==> src/rtl/sub_share_arbiter.sv <==
// sub_share_arbiter: round-robin shared WIDTH-bit subtractor; define SUB_SATURATE_EN to clamp underflow to 0
module sub_share_arbiter #(
  parameter int WIDTH = 8,
  parameter int NREQ = 4,
  localparam int IDW = $clog2(NREQ)
) (
  input  logic                    clk,
  input  logic                    rst,
  input  logic [NREQ-1:0]         req,
  input  logic [NREQ*WIDTH-1:0]   a_in,
  input  logic [NREQ*WIDTH-1:0]   b_in,
  output logic [NREQ-1:0]         gnt,
  output logic                    res_valid,
  input  logic                    res_ready,
  output logic [WIDTH-1:0]        res,
  output logic [IDW-1:0]          res_id,
  output logic                    borrow
);
  typedef enum logic [1:0] {IDLE, EXEC, RESP} state_t;
  state_t state, state_nxt;
  logic [IDW-1:0] ptr, id, win, j;
  logic [IDW:0] s;
  logic [WIDTH-1:0] op_a, op_b;
  logic [WIDTH-1:0] a_arr [NREQ];
  logic [WIDTH-1:0] b_arr [NREQ];
  genvar i;
  for (i = 0; i < NREQ; i++) begin : g_unpack
    assign a_arr[i] = a_in[i*WIDTH +: WIDTH];
    assign b_arr[i] = b_in[i*WIDTH +: WIDTH];
  end
  assign gnt = state == EXEC ? NREQ'(1) << id : '0;
  assign res_valid = state == RESP;
  // winner: first requester at or after ptr, scanning downward so the nearest one is assigned last
  always_comb begin
    win = '0;
    s = '0;
    j = '0;
    for (int k = NREQ-1; k >= 0; k--) begin
      s = {1'b0, ptr} + (IDW+1)'(k);
      j = s >= (IDW+1)'(NREQ) ? IDW'(s - (IDW+1)'(NREQ)) : IDW'(s);
      win = req[j] ? j : win;
    end
  end
  // state register
  always_ff @(posedge clk)
    state <= rst ? IDLE : state_nxt;
  // next state: grant from IDLE, one compute cycle, hold result until accepted
  always_comb begin
    state_nxt = state;
    state_nxt = state == IDLE ? (|req ? EXEC : IDLE) :
                state == EXEC ? RESP : (res_ready ? IDLE : RESP);
  end
  // operand capture, result computation and round-robin pointer update
  always_ff @(posedge clk) begin
    if (rst) begin
      ptr <= '0;
      id <= '0;
      op_a <= '0;
      op_b <= '0;
      res <= '0;
      res_id <= '0;
      borrow <= 1'b0;
    end else begin
      if (state == IDLE && |req) begin
        op_a <= a_arr[win];
        op_b <= b_arr[win];
        id <= win;
      end
      if (state == EXEC) begin
`ifdef SUB_SATURATE_EN
        res <= op_a < op_b ? '0 : op_a - op_b;
`else
        res <= op_a - op_b;
`endif
        borrow <= op_a < op_b;
        res_id <= id;
      end
      if (state == RESP && res_ready)
        ptr <= id == IDW'(NREQ-1) ? '0 : id + 1'b1;
    end
  end
endmodule

==> config.mk <==
export PLATFORM = sky130hd
export DESIGN_NAME = sub_share_arbiter
export DESIGN_NICKNAME = d
export VERILOG_FILES = /design/src/rtl/sub_share_arbiter.sv
export SDC_FILE = /design/constraint.sdc
export NUM_CORES = 1
export LEC_CHECK = 0
export ABC_CLOCK_PERIOD_IN_PS = 1900
export CORE_MARGIN = 1
export CORE_UTILIZATION = 40
export CTS_BUF_LIST = sky130_fd_sc_hd__clkbuf_4
export DETAILED_ROUTE_END_ITERATION = 8
export PLACE_DENSITY = 0.84
export SYNTH_ARGS = -nofsm -noshare
export SYNTH_HDL_FRONTEND = slang
export SYNTH_SLANG_ARGS = --single-unit
==> constraint.sdc <==
create_clock -name clk -period 1.9 [get_ports clk]
set_clock_uncertainty 0.15 [all_clocks]
set_input_delay 0.475 -clock clk [delete_from_list [all_inputs] [get_ports clk]]
set_output_delay 0.475 -clock clk [all_outputs]
set_load 0.01 [all_outputs]
==> impl_results.md, run 1 <==
- Worst EP arrival: ~2.0 ns
- RePlAce Congestion: 0.833
- Yosys top cell by area: dfxtp_1
- Post-synth ARST share: 0%
- Core Region: just under 5000 µm²
- Inst Count DP: 392
- Synth Net Count: between 300 and 400
- Final nets: 423
- Cell row count: 25
- Post-synth top cells: mux2i_1, dfxtp_1, nand2_1
- Final Hold Violating Endpoints: 0
- Crit end category: flop
- WL final: between 5000 and 6000 µm
- Die ar.: ~5500 µm²
- Mapped Cells: around 230
- Fin crit share: 102%
- Via density: between 5 and 6
- Clk sinks: 33
- CTS buffer count: 5
- Synth top area share: between 30% and 40%
- Endpoints failing setup: 3
- Most numerous cell in the Yosys netlist: mux2i_1
- Top cells by area, synth: dfxtp_1, mux2i_1, ha_1
- Fillcell total: just over 400
- Leakage power: 1.31 nW
- Synth warn: 0
- Status: finished with violations
- Gr usage total: between 10% and 20%
- GRT Residual Overflow: 0
- Vias: roughly 2100
- Number of flops mapped to enable cells by yosys: 0
- CTS H-Tree Depth: 2
- DP HPWL: between 3000 and 4000 µm
- Final slew viol count: 0
- Failing checks: setup timing
- CTS root buf: clkbuf_4
- CP max-delay cell: fa_2
- Maximum vdd ir drop: 0.357 mV
- Initial Utilization: a little over two fifths
- Worst Path Buf+Inv: 1
- Largest net degree at the start of global routing: 28
- Layout cells sized above 1: approximately a fifth
- I/O Buffers: between 80 and 90
- Critical Path Source Type: flop
- Clock buffer depth: 2
- Worst slew margin: 79.1%
- Area growth from synthesis to layout: 59.4%
- Vias in the first global route: 1903
- Fin worst setup slack: -0.0471 ns
- Seq/Total Area, Yosys: between 30% and 40%
- Fmax: just over 0.5 GHz
- Fin cells: slightly above 400
- Slew @ Worst Pin: 0.313 ns
- Worst Hold Class: flop to flop
- Clk_lat worst skew: roughly 0.32 ns
- Worst-path maximum fanout: 3
- # DRC: 0
- First-pass DRT Iterations: 4
- CP max stage delay: roughly 0.36 ns
- Critical Path, Cell by Cell: inv_2, ha_4, fa_2, nand2b_4, a21oi_2, o21ai_1, a21oi_2, o21ai_1, o2bb2ai_1
- RSZ-0062 raised after global routing: yes
- ANT nets after route: 0
- Prevailing post-synth register cell: dfxtp_1
- Die X: around 74 µm
- MaxCap Viol Count: 0
- Starting DRT DRC Count: between 60 and 70
- Final Hold Slack: approximately 0.3 ns
- Syn Area/Cell: roughly 9 µm²
- Distinct cells, synth: 41
- Critical path type: flop to flop
- Hold-fix buffers, CTS: 0
- Die H: 74.1 µm
- Diode count: 0
- Mapped Area: a little over 2000 µm²
- Initial antenna violation count: 0
- WL/cell: 13.0 µm
- Register bit count reported by yosys: 33
- CTS tree: built
- Tmin final: about 2 ns
- Critical Path RT: approximately 2.0 ns
- Pwr per Cell Area: about 670 nW/µm²
- I/O pin total: between 80 and 90
- Global-route wire length before repair: 8210 µm
- Worst-path clk slew: 0.10 ns
- Delay-heaviest family, CP: compound AO/OA/AOI/OAI gates
-- path summary, 6_finish.rpt --
kind         startpoint  slack [ns]  cells after the start  endpoint
max             op_a[0]       -0.05                      9    borrow
min              res[5]        0.31                      2    res[5]
max reg2reg     op_a[0]       -0.05                      9    borrow
min reg2reg      res[5]        0.31                      2    res[5]
-- through the flow --
step                setup TNS [ns]  power (mW)  area, µm²  util, %  worst slack [ns]
floorplan                  -0.0219        1.38       2090        -           -0.0219
global placement             -6.84        1.75       3130     64.5            -0.391
detailed placement           -7.74        1.78       3130     64.5            -0.448
CTS                         -0.207        2.21       3280     67.7           -0.0827
global route                -0.539        2.38       3310     68.4            -0.169
finish                     -0.0976        2.22       3310     68.4           -0.0471
-- report_power, final --
group | switching [mW] | leakage, nW | internal [mW] | total [mW]
combinational | 0.434 | 1.01 | 0.567 | 1.00
sequential | 0.0602 | 0.274 | 0.787 | 0.848
clock | 0.223 | 0.0292 | 0.149 | 0.372
-- cells in the final DEF (no fill, tap or decap), types with 4 or more instances in the layout --
master and instances:
clkdlybuf4s50_1 76, mux2i_1 34, nand2_1 32, dfxtp_1 27, buf_4 21, inv_1 16
o221ai_1 16, a21oi_1 11, nor2_1 9, ha_1 9, o21ai_0 6, clkbuf_4 6
dfxtp_2 5, and2_1 4, a21oi_2 4, dlygate4sd2_1 4
-- registers in the layout, summed over array words and instances, names as in the netlist --
register,flops
ptr,2
op_a,8
borrow,1
res,8
res_id,2
op_b,8
id,2
state,2
-- worst register-to-register path, cell delays in order (launching register included) --
cell       delay [ns]
dfxtp_2          0.35
inv_2            0.04
ha_4             0.17
fa_2             0.36
nand2b_4         0.16
a21oi_2          0.14
o21ai_1          0.11
a21oi_2          0.15
o21ai_1          0.08
o2bb2ai_1        0.12
-- timing repair --
action	4_1_cts	5_1_grt
gates cloned	1	1
pin swaps	10	4
resized for setup	35	8
endpoints found under the setup margin	26	27
setup buffers	5	0
-- cell type report --
class / count / area [µm²] / area share (%)
inverters: 18 / 67.6 / 2.04
clock inverters: 1 / 3.75 / 0.113
repair buffers: 113 / 1110 / 33.4
flip-flops and latches: 33 / 671 / 20.2
multi-input cells: 168 / 1340 / 40.4
well taps: 67 / 83.8 / 2.53
clock buffers: 6 / 45.0 / 1.36
-- cell families (layout without fill, tap and decap cells) --
| family | after synthesis | in the layout | share of synthesized area (%) |
|---|---|---|---|
| and+or+nand+nor | 70 | 70 | 17.6 |
| adders and majority gates | 13 | 13 | 8.18 |
| muxes | 34 | 34 | 16.4 |
| DFF | 33 | 33 | 31.8 |
| buffers and inverters | 30 | 138 | 8.00 |
| AOI/OAI and AO/OA | 51 | 51 | 18.1 |
-- layer usage --
layer	share of wire, %	track usage, %	vias to the layer above
li1	-	-	1043
met1	42	24.0	956
met2	51	33.2	81
met3	6.7	4.20	4
met4	0.49	5.13	0
met5	0	0	-
Note: power is estimated with default switching activity, not from simulation.
==> inputs of run 2 (changes only) <==
Settings changed: CORE_UTILIZATION 40 to 50, DONT_BUFFER_PORTS set to 1, PLACE_DENSITY 0.84 to 0.73.
==> run 2 against run 1 <==
- the flow still finishes with violations (setup timing)
- final cell count down 29%
- first-iteration DRC count fell by 63%
- non-clock buffer count shrank 99
- critical path depth shrank 1
- maximum frequency decreased by 2.9%
- global-route usage is 1.0 points higher
- sequential cell count is the same
- sequential share of layout area is 8.6 points higher
- hold slack got worse by 0.27 ns
- largest power group is now sequential cells
- highest routed layer unchanged
==> impl_results.md, run 2 (synthesis results as in run 1) <==
- Status: finished with violations
- Failing checks: setup timing
- Initial Utilization: 52.0% (+9.1 points)
- CP max-delay cell: or3_4
- Worst EP arrival: 2.10 ns (+0.09 ns)
- Leakage power: 0.868 nW (-34%)
- CTS H-Tree Depth: 2 (unchanged)
- Fin worst setup slack: -0.106 ns (-0.0590 ns)
- WL/cell: 14.7 µm (+13%)
- Slew @ Worst Pin: 0.384 ns (+0.0713 ns)
- Internal power: 1.32 mW (-12%)
- Clock power frac: 18.7% (+1.9 points)
- Flop pwr share: 43.7% (+5.5 points)
- Switching pwr: 0.688 mW (-4.1%)
- Met2 usage: 33.3% (+0.058 points)
- First-pass DRT Iterations: 4 (unchanged)
- Gr usage total: 20.2% (+1.0 points)
- Final Hold Slack: 0.0407 ns (-0.267 ns)
- CP max stage delay: 0.36 ns (about the same)
- Cell row count: 23 (-8.0%)
- CTS tree: built
- Critical Path RT: 1.99 ns (+0.03 ns)
- Largest registers: op_a (8), op_b (8), res (8)
- Total design power: 2.01 mW (-9.6%)
- Pwr per Cell Area: 863 nW/µm² (+29%)
- Setup tns final: -0.146 ns (-0.0484 ns)
- Delay-heaviest family, CP: simple AND/OR/NAND/NOR gates
- Clock buffer depth: 2 (unchanged)
- GRT met3 Usage: 7.88% (+3.7 points)
- RSZ-0062 raised after global routing: yes
- CTS buffer count: 5 (unchanged)
- Worst Path Buf+Inv: 1 (unchanged)
- Fin util: 58.1% (-10 points)
- Clk_lat worst skew: 0.33 ns (about the same)
- Starting DRT DRC Count: 25 (-63%)
- Final Hold Violating Endpoints: 0 (unchanged)
- Crit end category: flop
- Core Region: 4000 µm² (-17%)
- Layout cells sized above 1: 21.3% (+1.2 points)
- Critical Path Source Type: flop
- Final nets: 324 (-23%)
- Fin crit share: 106% (+3.1 points)
- Final slew viol count: 0 (unchanged)
- Critical Path, Cell by Cell: ha_4, nor2b_4, o211ai_1, a31oi_2, buf_4, or3_4, nand3_2, a21oi_2
- Global-route wire length before repair: 6580 µm (-20%)
- WL final: 4250 µm (-19%)
- Area growth from synthesis to layout: 11.9%
- I/O Buffers: 0 (-100%)
- CTS root buf: clkbuf_4
- Worst Hold Class: input pin to flop
- Via density: 5.80 (+13%)
- Critical path type: flop to flop
- Met1 usage: 23.7% (-0.36 points)
- MaxCap Viol Count: 0 (unchanged)
- I/O pin total: 87 (unchanged)
- Die ar.: 4420 µm² (-19%)
- Die H: 66.5 µm (-10%)
- Pre-CTS setup slack: -0.117 ns (+0.330 ns)
- Initial antenna violation count: 0 (unchanged)
- Largest net degree at the start of global routing: 34 (+21%)
- Gr busiest metal: met2
- DP HPWL: 3130 µm (-20%)
- Tmin final: 2.01 ns (+0.0590 ns)
- # DRC: 0 (unchanged)
- Worst slew margin: 74.2% (-4.9 points)
- Die X: 66.5 µm (-10%)
- Worst-path maximum fanout: 3 (unchanged)
- Diode count: 0 (unchanged)
- Vias: 1681 (-19%)
- Clk sinks: 33 (unchanged)
- ANT nets after route: 0 (unchanged)
- Commonest cells after routing, fill and taps aside: mux2i_1, nand2_1, dfxtp_1
- Endpoints failing setup: 2 (-1)
- RePlAce Congestion: 0.833 (about the same)
- Commonest non-fill, non-tap cell in the layout: mux2i_1
- GRT Residual Overflow: 0 (unchanged)
- Worst-path clk slew: 0.10 ns (about the same)
- Fmax: 0.498 GHz (-2.9%)
- Comb pwr share: 37.6% (-7.5 points)
- Maximum vdd ir drop: 0.433 mV (+21%)
- Sw frac: 34.3% (+2.0 points)
- Vias in the first global route: 1460 (-23%)
[run 2: path summary, 6_finish.rpt]
| path | start | end | slack [ns] | cells past startpoint |
|---|---|---|---|---|
| worst max-delay path | op_a[1] | res[5] | -0.11 | 8 |
| worst min-delay path | rst | res[5] | 0.04 | 1 |
| worst max register to register | op_a[1] | res[5] | -0.11 | 8 |
| worst min register to register | op_a[0] | op_a[0] | 0.32 | 2 |
[run 2: metrics by stage]
| stage | area (µm²) | cells |
|---|---|---|
| 6_report | 2330 | 290 |
| 5_1_grt | 2330 | 290 |
| 4_1_cts | 2250 | 286 |
| 3_5_place_dp | 2170 | 279 |
| 3_3_place_gp | 2170 | 279 |
| 2_1_floorplan | 2090 | 231 |
[run 2: what timing repair did]
item,CTS,global route
gates resized for setup,10,13
endpoints found under the setup margin,9,9
pin swaps,1,9
hold endpoints to repair,0,2
hold buffers,0,1
buffers inserted,0,3
[run 2: per-layer routing]
metal | part of all wire, % | vias to the layer above
li1 | - | 848
met1 | 44 | 755
met2 | 48 | 74
met3 | 6.9 | 4
met4 | 1.3 | 0
met5 | 0 | -
[run 2: area by class of cell]
cell class	count	area (µm²)
Tap cell	50	62.6
Sequential cell	33	671
Inverter	18	67.6
Multi-Input combinational cell	168	1330
Clock inverter	1	3.75
Timing Repair Buffer	14	145
Clock buffer	6	45.0
Fill cell	366	1670
[run 2: power by group through the flow]
stage | combinational, mW | clock (mW) | sequential (mW)
final | 0.755 | 0.375 | 0.877
after global routing | 0.843 | 0.431 | 0.893
after CTS | 0.665 | 0.386 | 0.877
after detailed placement | 0.646 | 0 | 0.888
after global placement | 0.631 | 0 | 0.885
after floorplan | 0.517 | 0 | 0.866
